<file path="src/rtl/pipe_arith_hs.sv">
// Three-stage signed arithmetic pipeline F = (A+/-B) + (C+/-D) + D.
// It uses a valid/ready handshake and stalls all stages together on output backpressure.
module pipe_arith_hs #(
    parameter int N   = 10,
    parameter bit SAT = 1'b0
) (
    input  logic         clk,
    input  logic         rst_n,
    input  logic [N-1:0] A,
    input  logic [N-1:0] B,
    input  logic [N-1:0] C,
    input  logic [N-1:0] D,
    input  logic [1:0]   mode,
    input  logic         in_valid,
    output logic         in_ready,
    output logic [N-1:0] F,
    output logic         ovf,
    output logic         out_valid,
    input  logic         out_ready,
    output logic [1:0]   occ
);

    localparam int W      = N + 3;
    localparam int STAGES = 3;

    typedef struct packed {
        logic [W-1:0] x1;
        logic [W-1:0] x2;
        logic [W-1:0] d;
    } s1_t;

    typedef struct packed {
        logic [W-1:0] x3;
        logic [W-1:0] d;
    } s2_t;

    s1_t              s1, s1_nxt;
    s2_t              s2, s2_nxt;
    logic [STAGES:1]  vld_pipe, vld_nxt;
    logic [1:0]       occ_nxt;
    logic [W-1:0]     a_e, b_e, c_e, d_e, sum;
    logic             sum_ovf, advance;
    logic [N-1:0]     f_nxt;

    function automatic logic [W-1:0] sx(input logic [N-1:0] v);
        return {{3{v[N-1]}}, v};
    endfunction

    // A single global stall: every stage moves unless S3 holds an unaccepted result.
    assign advance   = !(vld_pipe[3] && !out_ready);
    assign in_ready  = advance;
    assign out_valid = vld_pipe[3];

    always_comb begin
        a_e       = sx(A);
        b_e       = sx(B);
        c_e       = sx(C);
        d_e       = sx(D);
        s1_nxt.x1 = mode[0] ? (a_e - b_e) : (a_e + b_e);
        s1_nxt.x2 = mode[1] ? (c_e + d_e) : (c_e - d_e);
        s1_nxt.d  = d_e;
        s2_nxt.x3 = s1.x1 + s1.x2;
        s2_nxt.d  = s1.d;
    end

    // Result fits in N bits only if bits W-1..N-1 are all copies of the sign.
    always_comb begin
        sum     = s2.x3 + s2.d;
        sum_ovf = !((&sum[W-1:N-1]) || !(|sum[W-1:N-1]));
        f_nxt   = sum[N-1:0];
        if (SAT && sum_ovf)
            f_nxt = sum[W-1] ? {1'b1, {(N-1){1'b0}}} : {1'b0, {(N-1){1'b1}}};
    end

    always_comb begin
        vld_nxt = {vld_pipe[2:1], in_valid};
        occ_nxt = {1'b0, vld_nxt[1]} + {1'b0, vld_nxt[2]} + {1'b0, vld_nxt[3]};
    end

    always_ff @(posedge clk or negedge rst_n) begin
        if (!rst_n) begin
            vld_pipe <= '0;
            s1       <= '0;
            s2       <= '0;
            F        <= '0;
            ovf      <= 1'b0;
            occ      <= 2'd0;
        end else if (advance) begin
            vld_pipe <= vld_nxt;
            s1       <= s1_nxt;
            s2       <= s2_nxt;
            F        <= f_nxt;
            ovf      <= sum_ovf;
            occ      <= occ_nxt;
        end
    end

endmodule

</file>
<file path="config.mk">
export PLATFORM = sky130hd
export DESIGN_NAME = pipe_arith_hs
export DESIGN_NICKNAME = d
export VERILOG_FILES = /design/src/rtl/pipe_arith_hs.sv
export SDC_FILE = /design/constraint.sdc
export NUM_CORES = 1
export LEC_CHECK = 0
export ABC_CLOCK_PERIOD_IN_PS = 2200
export BUFFER_PORTS_ARGS = -buffer_cell sky130_fd_sc_hd__clkbuf_2
export CAP_MARGIN = 25
export CORE_MARGIN = 2
export CORE_UTILIZATION = 52
export DETAILED_ROUTE_END_ITERATION = 7
export PLACE_DENSITY_LB_ADDON = 0.05
export SYNTH_ARGS = -nofsm -noshare
export SYNTH_HDL_FRONTEND = slang
export SYNTH_SLANG_ARGS = --single-unit
</file>
<file path="constraint.sdc">
create_clock -name clk -period 2.2 [get_ports clk]
set_input_delay 0.66 -clock clk [delete_from_list [all_inputs] [get_ports clk]]
set_output_delay 0.66 -clock clk [all_outputs]
set_load 0.1 [all_outputs]
</file>
==> results.sh, run 1 <==
export IMPL_finalWeightedCongestion=0.844
export IMPL_synth_avg_cell_area_um2=8.72
export IMPL_fin_skew_ps=11.7
export IMPL_nets=828
export IMPL_start_util_pct=53.9
export IMPL_syn_nets=672
export IMPL_max_clock_freq_mhz=395
export IMPL_run_status="finished, violations left"
export IMPL_synth_top_cells_by_area="sky130_fd_sc_hd__dfrtp_1 35%, sky130_fd_sc_hd__ha_1 12%, sky130_fd_sc_hd__nand2_1 7.4%, sky130_fd_sc_hd__a21oi_1 5.7%, sky130_fd_sc_hd__xnor2_1 4.2%"
export IMPL_met2_wire_length_mm=6.24
export IMPL_viasPerCell=5.35
export IMPL_hpwlAfterDp_mm=9.22
export IMPL_clkLatencyLatePin_ps=350
export IMPL_drt_pre_antenna_iters=4
export IMPL_htree_num_levels=3
export IMPL_cp_max_fanout=3
export IMPL_report_final_hold_viol_count=0
export IMPL_final_layout_size_suffix_gt1_share_pct=33.5
export IMPL_detail_route_drc_violations=0
export IMPL_asyncSetResetFlopFracSynth_pct=100
export IMPL_critPathArrivalTime_ps=2760
export IMPL_synth_top_cell_area_share_pct=35.5
export IMPL_starting_drt_drc_count=206
export IMPL_rsz0062_at_grt="yes"
export IMPL_synth_area_leader_cell="sky130_fd_sc_hd__dfrtp_1"
export IMPL_critPathRequiredTime_ps=2430
export IMPL_yosys_cell_count_top_type="sky130_fd_sc_hd__nand2_1"
export IMPL_power_leakage_nw=3.28
export IMPL_route_vias_total=4625
export IMPL_max_cap_viol_count=0
export IMPL_synthesis_yosys_warnings=0
export IMPL_drt_wirelength_per_cell_um=14.1
export IMPL_final_critical_path_setup_slack_ps=-333
export IMPL_multi_input_comb_area_um2=3350
export IMPL_setup_worst_path_end_class="flop"
export IMPL_die_width_um=102
export IMPL_numPlacedInstances=841
export IMPL_routedLengthMet1_mm=5.40
export IMPL_pin_count=61
export IMPL_dieHeight_um=102
export IMPL_period_minus_slack_ps=2530
export IMPL_synth_seq_cells=71
export IMPL_seq_area_um2=1780
export IMPL_synth_sequential_area_ratio_pct=35.5
export IMPL_pre_cts_ws_ps=-886
export IMPL_layout_cells_non_filler=864
export IMPL_type_of_the_worst_min_delay_path="in -> async"
export IMPL_timing_setup_critical_path_class="in -> reg"
export IMPL_floorplan_die_area_um2=10400
export IMPL_start_kind="input port"
export IMPL_ff2ff_setup_slack_ps=-170
export IMPL_filler_cell_count=747
export IMPL_clk_pin_slew_worst_paths_ps=80
export IMPL_pin_count_of_the_biggest_net_entering_global_routing=70
export IMPL_post_synth_most_frequent_cells="99 x sky130_fd_sc_hd__nand2_1, 71 x sky130_fd_sc_hd__dfrtp_1, 57 x sky130_fd_sc_hd__a21oi_1, 49 x sky130_fd_sc_hd__nor2_1, 47 x sky130_fd_sc_hd__ha_1"
export IMPL_maxSlewHeadroom_pct=60.7
export IMPL_cell_area_after_synthesis_um2=5010
export IMPL_grt_pass1_vias=4593
export IMPL_tritoncts_num_buffers=9
export IMPL_route_final_wire_length_mm=12.2
export IMPL_buffer_ports_inserted=60
export IMPL_clk_tree_root_cell="sky130_fd_sc_hd__clkbuf_8"
export IMPL_first_pass_grt_wire_length_mm=20.8
export IMPL_grt_antenna_before_repair=0
export IMPL_top_layer="met4"
export IMPL_drtAntennaViolNets=0
export IMPL_met3_wirelength_um=386
export IMPL_groute_usage_overall_pct=25.2
export IMPL_design_area_um2=6850
export IMPL_cts_buffer_depth=2
export IMPL_dominantRegCellSynth="sky130_fd_sc_hd__dfrtp_1"
export IMPL_flow_area_growth_from_synthesis_pct=36.8
export IMPL_post_synth_num_cell_types=52
export IMPL_design_core_area_um2=9280
export IMPL_setup_viol=12
export IMPL_cts_hold_fix_buffers=0
export IMPL_placed_cell_area_um2=6280
export IMPL_timing_final_crit_share_pct=115
export IMPL_cellPowerDensity_nw_per_um2=1350
export IMPL_worst_pin_slew_ps=590
export IMPL_synthesis_instances=574
export IMPL_core_rowCount=35
export IMPL_clock_sinks=71
export IMPL_violations="negative setup slack"
export IMPL_worst_vdd_ir_uv=913
export IMPL_slew_violations=0
export IMPL_grt_overflow=0
export IMPL_antennaDiodeCount=0
export IMPL_synth_enable_flop_cells=0
export IMPL_cts_tree="yes"
export IMPL_fin_worst_hold_slack_ps=303
where the power goes:
group          switching (W)  leakage [nW]  total [W]  internal (W)
combinational        0.00352          2.35    0.00600       0.00248
clock               0.000503        0.0916    0.00106      0.000553
sequential          0.000360         0.836    0.00222       0.00186
area by class of cell:
cell class | instances | share of cell area, %
Multi-Input combinational cell | 459 | 48.9
Sequential cell | 71 | 25.9
Timing Repair Buffer | 164 | 18.0
Tap cell | 129 | 2.36
Clock buffer | 11 | 2.06
Inverter | 25 | 1.88
Clock inverter | 5 | 0.840
registers in the layout, indices dropped and copies added, names as in the netlist:
register and count:
F 10, occ 2, ovf 1, s1 32, s2 23, vld_pipe 3
routing by layer:
metal  GRT usage, %  vias up
met1           31.8     2193
met4           6.26        0
li1               -     2335
met2           45.1       83
met3           4.10       14
met5              0        -
stage by stage:
stage               total power (W)  util, %  setup TNS (ps)
global placement            0.00776     67.7           -9370
detailed placement          0.00792     67.7          -10190
finish                      0.00928     73.8           -2550
global route                 0.0100     73.8           -3960
floorplan                   0.00640        -           -3650
CTS                         0.00916     71.9           -2650
layout by cell type, fill, tap and decap left out, drive strengths merged, types with 5 or more instances in the layout:
master | netlist | routed
dfrtp | 71 | 71
fa | 5 | 5
nand3 | 6 | 6
o31ai | 6 | 6
nand2 | 99 | 99
xnor2 | 24 | 24
o21a | 11 | 11
a31oi | 6 | 6
o21ai | 31 | 31
nor4 | 5 | 5
a21oi | 57 | 57
o21bai | 7 | 7
nor3 | 12 | 12
buf | 2 | 107
ha | 47 | 47
nor3b | 8 | 8
inv | 25 | 25
a21o | 12 | 12
nor2 | 49 | 49
clkbuf | 17 | 68
xor2 | 21 | 21
a211oi | 7 | 7
critical path, cell delays in order:
cell,delay [ps]
sky130_fd_sc_hd__clkbuf_16,140
sky130_fd_sc_hd__inv_12,50
sky130_fd_sc_hd__ha_4,180
sky130_fd_sc_hd__mux2_4,290
sky130_fd_sc_hd__ha_4,210
sky130_fd_sc_hd__a21o_1,140
sky130_fd_sc_hd__a21o_1,170
sky130_fd_sc_hd__a211oi_2,230
sky130_fd_sc_hd__o21bai_2,110
sky130_fd_sc_hd__a31oi_2,210
sky130_fd_sc_hd__mux2i_1,100
sky130_fd_sc_hd__a2111o_1,280
cell families (layout without fill, tap and decap cells):
group | Yosys count | after routing | synth area share [%]
mux | 5 | 5 | 1.02
xor+xnor | 45 | 45 | 7.87
flops | 71 | 71 | 35.5
simple gates | 200 | 200 | 17.7
compound gates | 157 | 157 | 20.2
fa+ha+maj | 52 | 52 | 13.7
buf+inv | 44 | 205 | 4.00
timing repair:
action | CTS | global route
pin swaps | 35 | 32
endpoints found under the setup margin | 17 | 20
gates resized for setup | 35 | 32
buffers inserted | 4 | 5
path summary, 6_finish.rpt:
path                           to   start  depth (start not counted)
min in group clk            s1[3]   s1[3]                          2
hold reg to reg             s1[3]   s1[3]                          2
setup reg to reg              ovf  s2[13]                          9
hold / removal              s2[2]   rst_n                          1
max in group asynchronous  s1[28]   rst_n                          2
setup / recovery           s1[22]    D[1]                         12
Note: power is estimated with default switching activity, not from simulation.
==> inputs of run 2 (changes only) <==
- TNS_END_PERCENT: not set -> 20
==> run 2 against run 1 <==
Effect of this change: the run still ends with negative setup slack left; sequential cell count unchanged; largest power group unchanged; total power up 1.1%; final area down 3.1%; sequential power about the same; critical path depth up 1; combinational power about the same; sequential share of layout area up 0.84 points; critical endpoint is now s1[21]; clock power up 14%; hold slack better by 20 ps.
==> results.sh, run 2 (synthesis gave the netlist of run 1 again) <==
export IMPL_start_util_pct=53.9
export IMPL_cts_buffer_depth=2
export IMPL_detail_route_drc_violations=0
export IMPL_largest_register="s1"
export IMPL_layout_cells_most_common="sky130_fd_sc_hd__nand2_1"
export IMPL_design_core_area_um2=9280
export IMPL_reg_largest_list="s1: 32 flops, s2: 23 flops, F: 10 flops"
export IMPL_met2_wire_length_mm=5.94
export IMPL_htree_num_levels=3
export IMPL_drt_pre_antenna_iters=4
export IMPL_grt_antenna_before_repair=0
export IMPL_flow_area_growth_from_synthesis_pct=32.5
export IMPL_setup_worst_path_end_class="flop"
export IMPL_pin_count=61
export IMPL_starting_drt_drc_count=232
export IMPL_design_power_total_w=0.00938
export IMPL_nets=824
export IMPL_final_layout_size_suffix_gt1_share_pct=30.5
export IMPL_fin_skew_ps=9.38
export IMPL_commonest_cells_after_routing_fill_and_taps_aside="99 x sky130_fd_sc_hd__nand2_1, 96 x sky130_fd_sc_hd__buf_4, 71 x sky130_fd_sc_hd__dfrtp_1"
export IMPL_start_kind="input port"
export IMPL_clkLatencyLatePin_ps=350
export IMPL_run_status="finished, violations left"
export IMPL_fin_worst_hold_slack_ps=323
export IMPL_dieHeight_um=102
export IMPL_timing_setup_critical_path_class="in -> reg"
export IMPL_critical_path_max_stage_delay_ps=380
export IMPL_power_leakage_nw=3.22
export IMPL_die_width_um=102
export IMPL_finalWeightedCongestion=0.878
export IMPL_buffer_ports_inserted=60
export IMPL_drt_wirelength_per_cell_um=13.9
export IMPL_cp_slowest_cell="sky130_fd_sc_hd__fa_2"
export IMPL_floorplan_die_area_um2=10400
export IMPL_number_of_flip_flops_in_the_largest_register=32
export IMPL_clk_pin_slew_worst_paths_ps=80
export IMPL_drtAntennaViolNets=0
export IMPL_clock_sinks=71
export IMPL_max_cap_viol_count=0
export IMPL_report_final_hold_viol_count=0
export IMPL_core_rowCount=35
export IMPL_timing_critical_path_cells="buf_8 > inv_6 > ha_4 > mux2_4 > buf_6 > fa_2 > a21o_1 > a21oi_2 > o21a_1 > o21bai_1 > a21oi_1 > xor2_1 > a21oi_1"
export IMPL_met3_wirelength_um=437
export IMPL_timing_final_crit_share_pct=122
export IMPL_maxSlewHeadroom_pct=61.9
export IMPL_cts_tree="yes"
export IMPL_top_layer="met4"
export IMPL_rsz0062_at_grt="yes"
export IMPL_route_final_wire_length_mm=11.9
export IMPL_pin_count_of_the_biggest_net_entering_global_routing=72
export IMPL_violations="negative setup slack"
export IMPL_period_minus_slack_ps=2680
export IMPL_numPlacedInstances=836
export IMPL_clk_tree_root_cell="sky130_fd_sc_hd__clkbuf_8"
export IMPL_worst_vdd_ir_uv=889
export IMPL_first_pass_grt_wire_length_mm=20.0
export IMPL_type_of_the_worst_min_delay_path="in -> async"
export IMPL_critPathRequiredTime_ps=2430
export IMPL_slew_violations=0
export IMPL_critPathArrivalTime_ps=2900
export IMPL_antennaDiodeCount=0
export IMPL_routedLengthMet1_mm=5.36
export IMPL_layout_cells_non_filler=860
export IMPL_grt_overflow=0
export IMPL_groute_usage_overall_pct=24.2
export IMPL_grt_pass1_vias=4441
export IMPL_worst_pin_slew_ps=574
export IMPL_cellPowerDensity_nw_per_um2=1410
export IMPL_filler_cell_count=768
export IMPL_tritoncts_num_buffers=9
export IMPL_cp_max_fanout=3
export IMPL_setup_viol=16
export IMPL_route_vias_total=4585
export IMPL_max_clock_freq_mhz=373
export IMPL_viasPerCell=5.33
export IMPL_final_critical_path_setup_slack_ps=-479
export IMPL_critical_path_top_cell_by_count="sky130_fd_sc_hd__a21oi_1"
export IMPL_hpwlAfterDp_mm=8.91
run 2: layout make-up:
| cell class | instances | area [um2] | area share, % |
|---|---|---|---|
| flip-flops and latches | 71 | 1780 | 26.8 |
| well taps | 129 | 161 | 2.43 |
| inverters | 25 | 104 | 1.57 |
| repair buffers | 160 | 1140 | 17.2 |
| multi-input cells | 459 | 3220 | 48.5 |
| clock buffers | 10 | 138 | 2.08 |
| clock inverters | 6 | 92.6 | 1.40 |
run 2: where the power goes:
group | internal (W) | switching, W
logic | 0.00245 | 0.00352
clock network | 0.000675 | 0.000534
registers | 0.00186 | 0.000345
total | 0.00498 | 0.00440
run 2: critical path: cells and delay by family:
family                     cells  cell delay, ps
AOI/OAI and AO/OA              6             900
xor gates and xnor gates       1             210
adders and majority gates      2             570
buffers and inverters          3             280
muxes                          1             290
run 2: what timing repair did:
action,in CTS,in global routing
hold buffers,0,0
buffers inserted,5,3
endpoints found under the setup margin,21,21
gates resized for setup,16,36
pin swaps,34,33
run 2: path summary, 6_finish.rpt:
kind / from / endpoint / cells past startpoint / slack [ps]
min reg2reg: s1[6] / s1[6] / 2 / 480
min in group clk: s1[6] / s1[6] / 2 / 480
min: rst_n / F[0] / 2 / 320
max: D[1] / s1[21] / 13 / -480
max reg2reg: s2[13] / ovf / 9 / -210
max in group asynchronous: rst_n / s1[32] / 2 / 1570
run 2: metal layers:
metal | vias up | track usage [%]
met5 | - | 0
met4 | 0 | 7.69
met3 | 19 | 4.45
met2 | 99 | 42.7
met1 | 2153 | 30.1
li1 | 2314 | -
run 2: through the flow:
stage	util, %	area [um2]	worst slack [ps]	setup TNS (ps)
2_1_floorplan	-	5050	-610	-5710
3_3_place_gp	66.3	6150	-760	-9620
3_5_place_dp	66.3	6150	-815	-10570
4_1_cts	69.9	6490	-386	-3380
5_1_grt	71.4	6630	-526	-4750
6_report	71.4	6630	-479	-3340
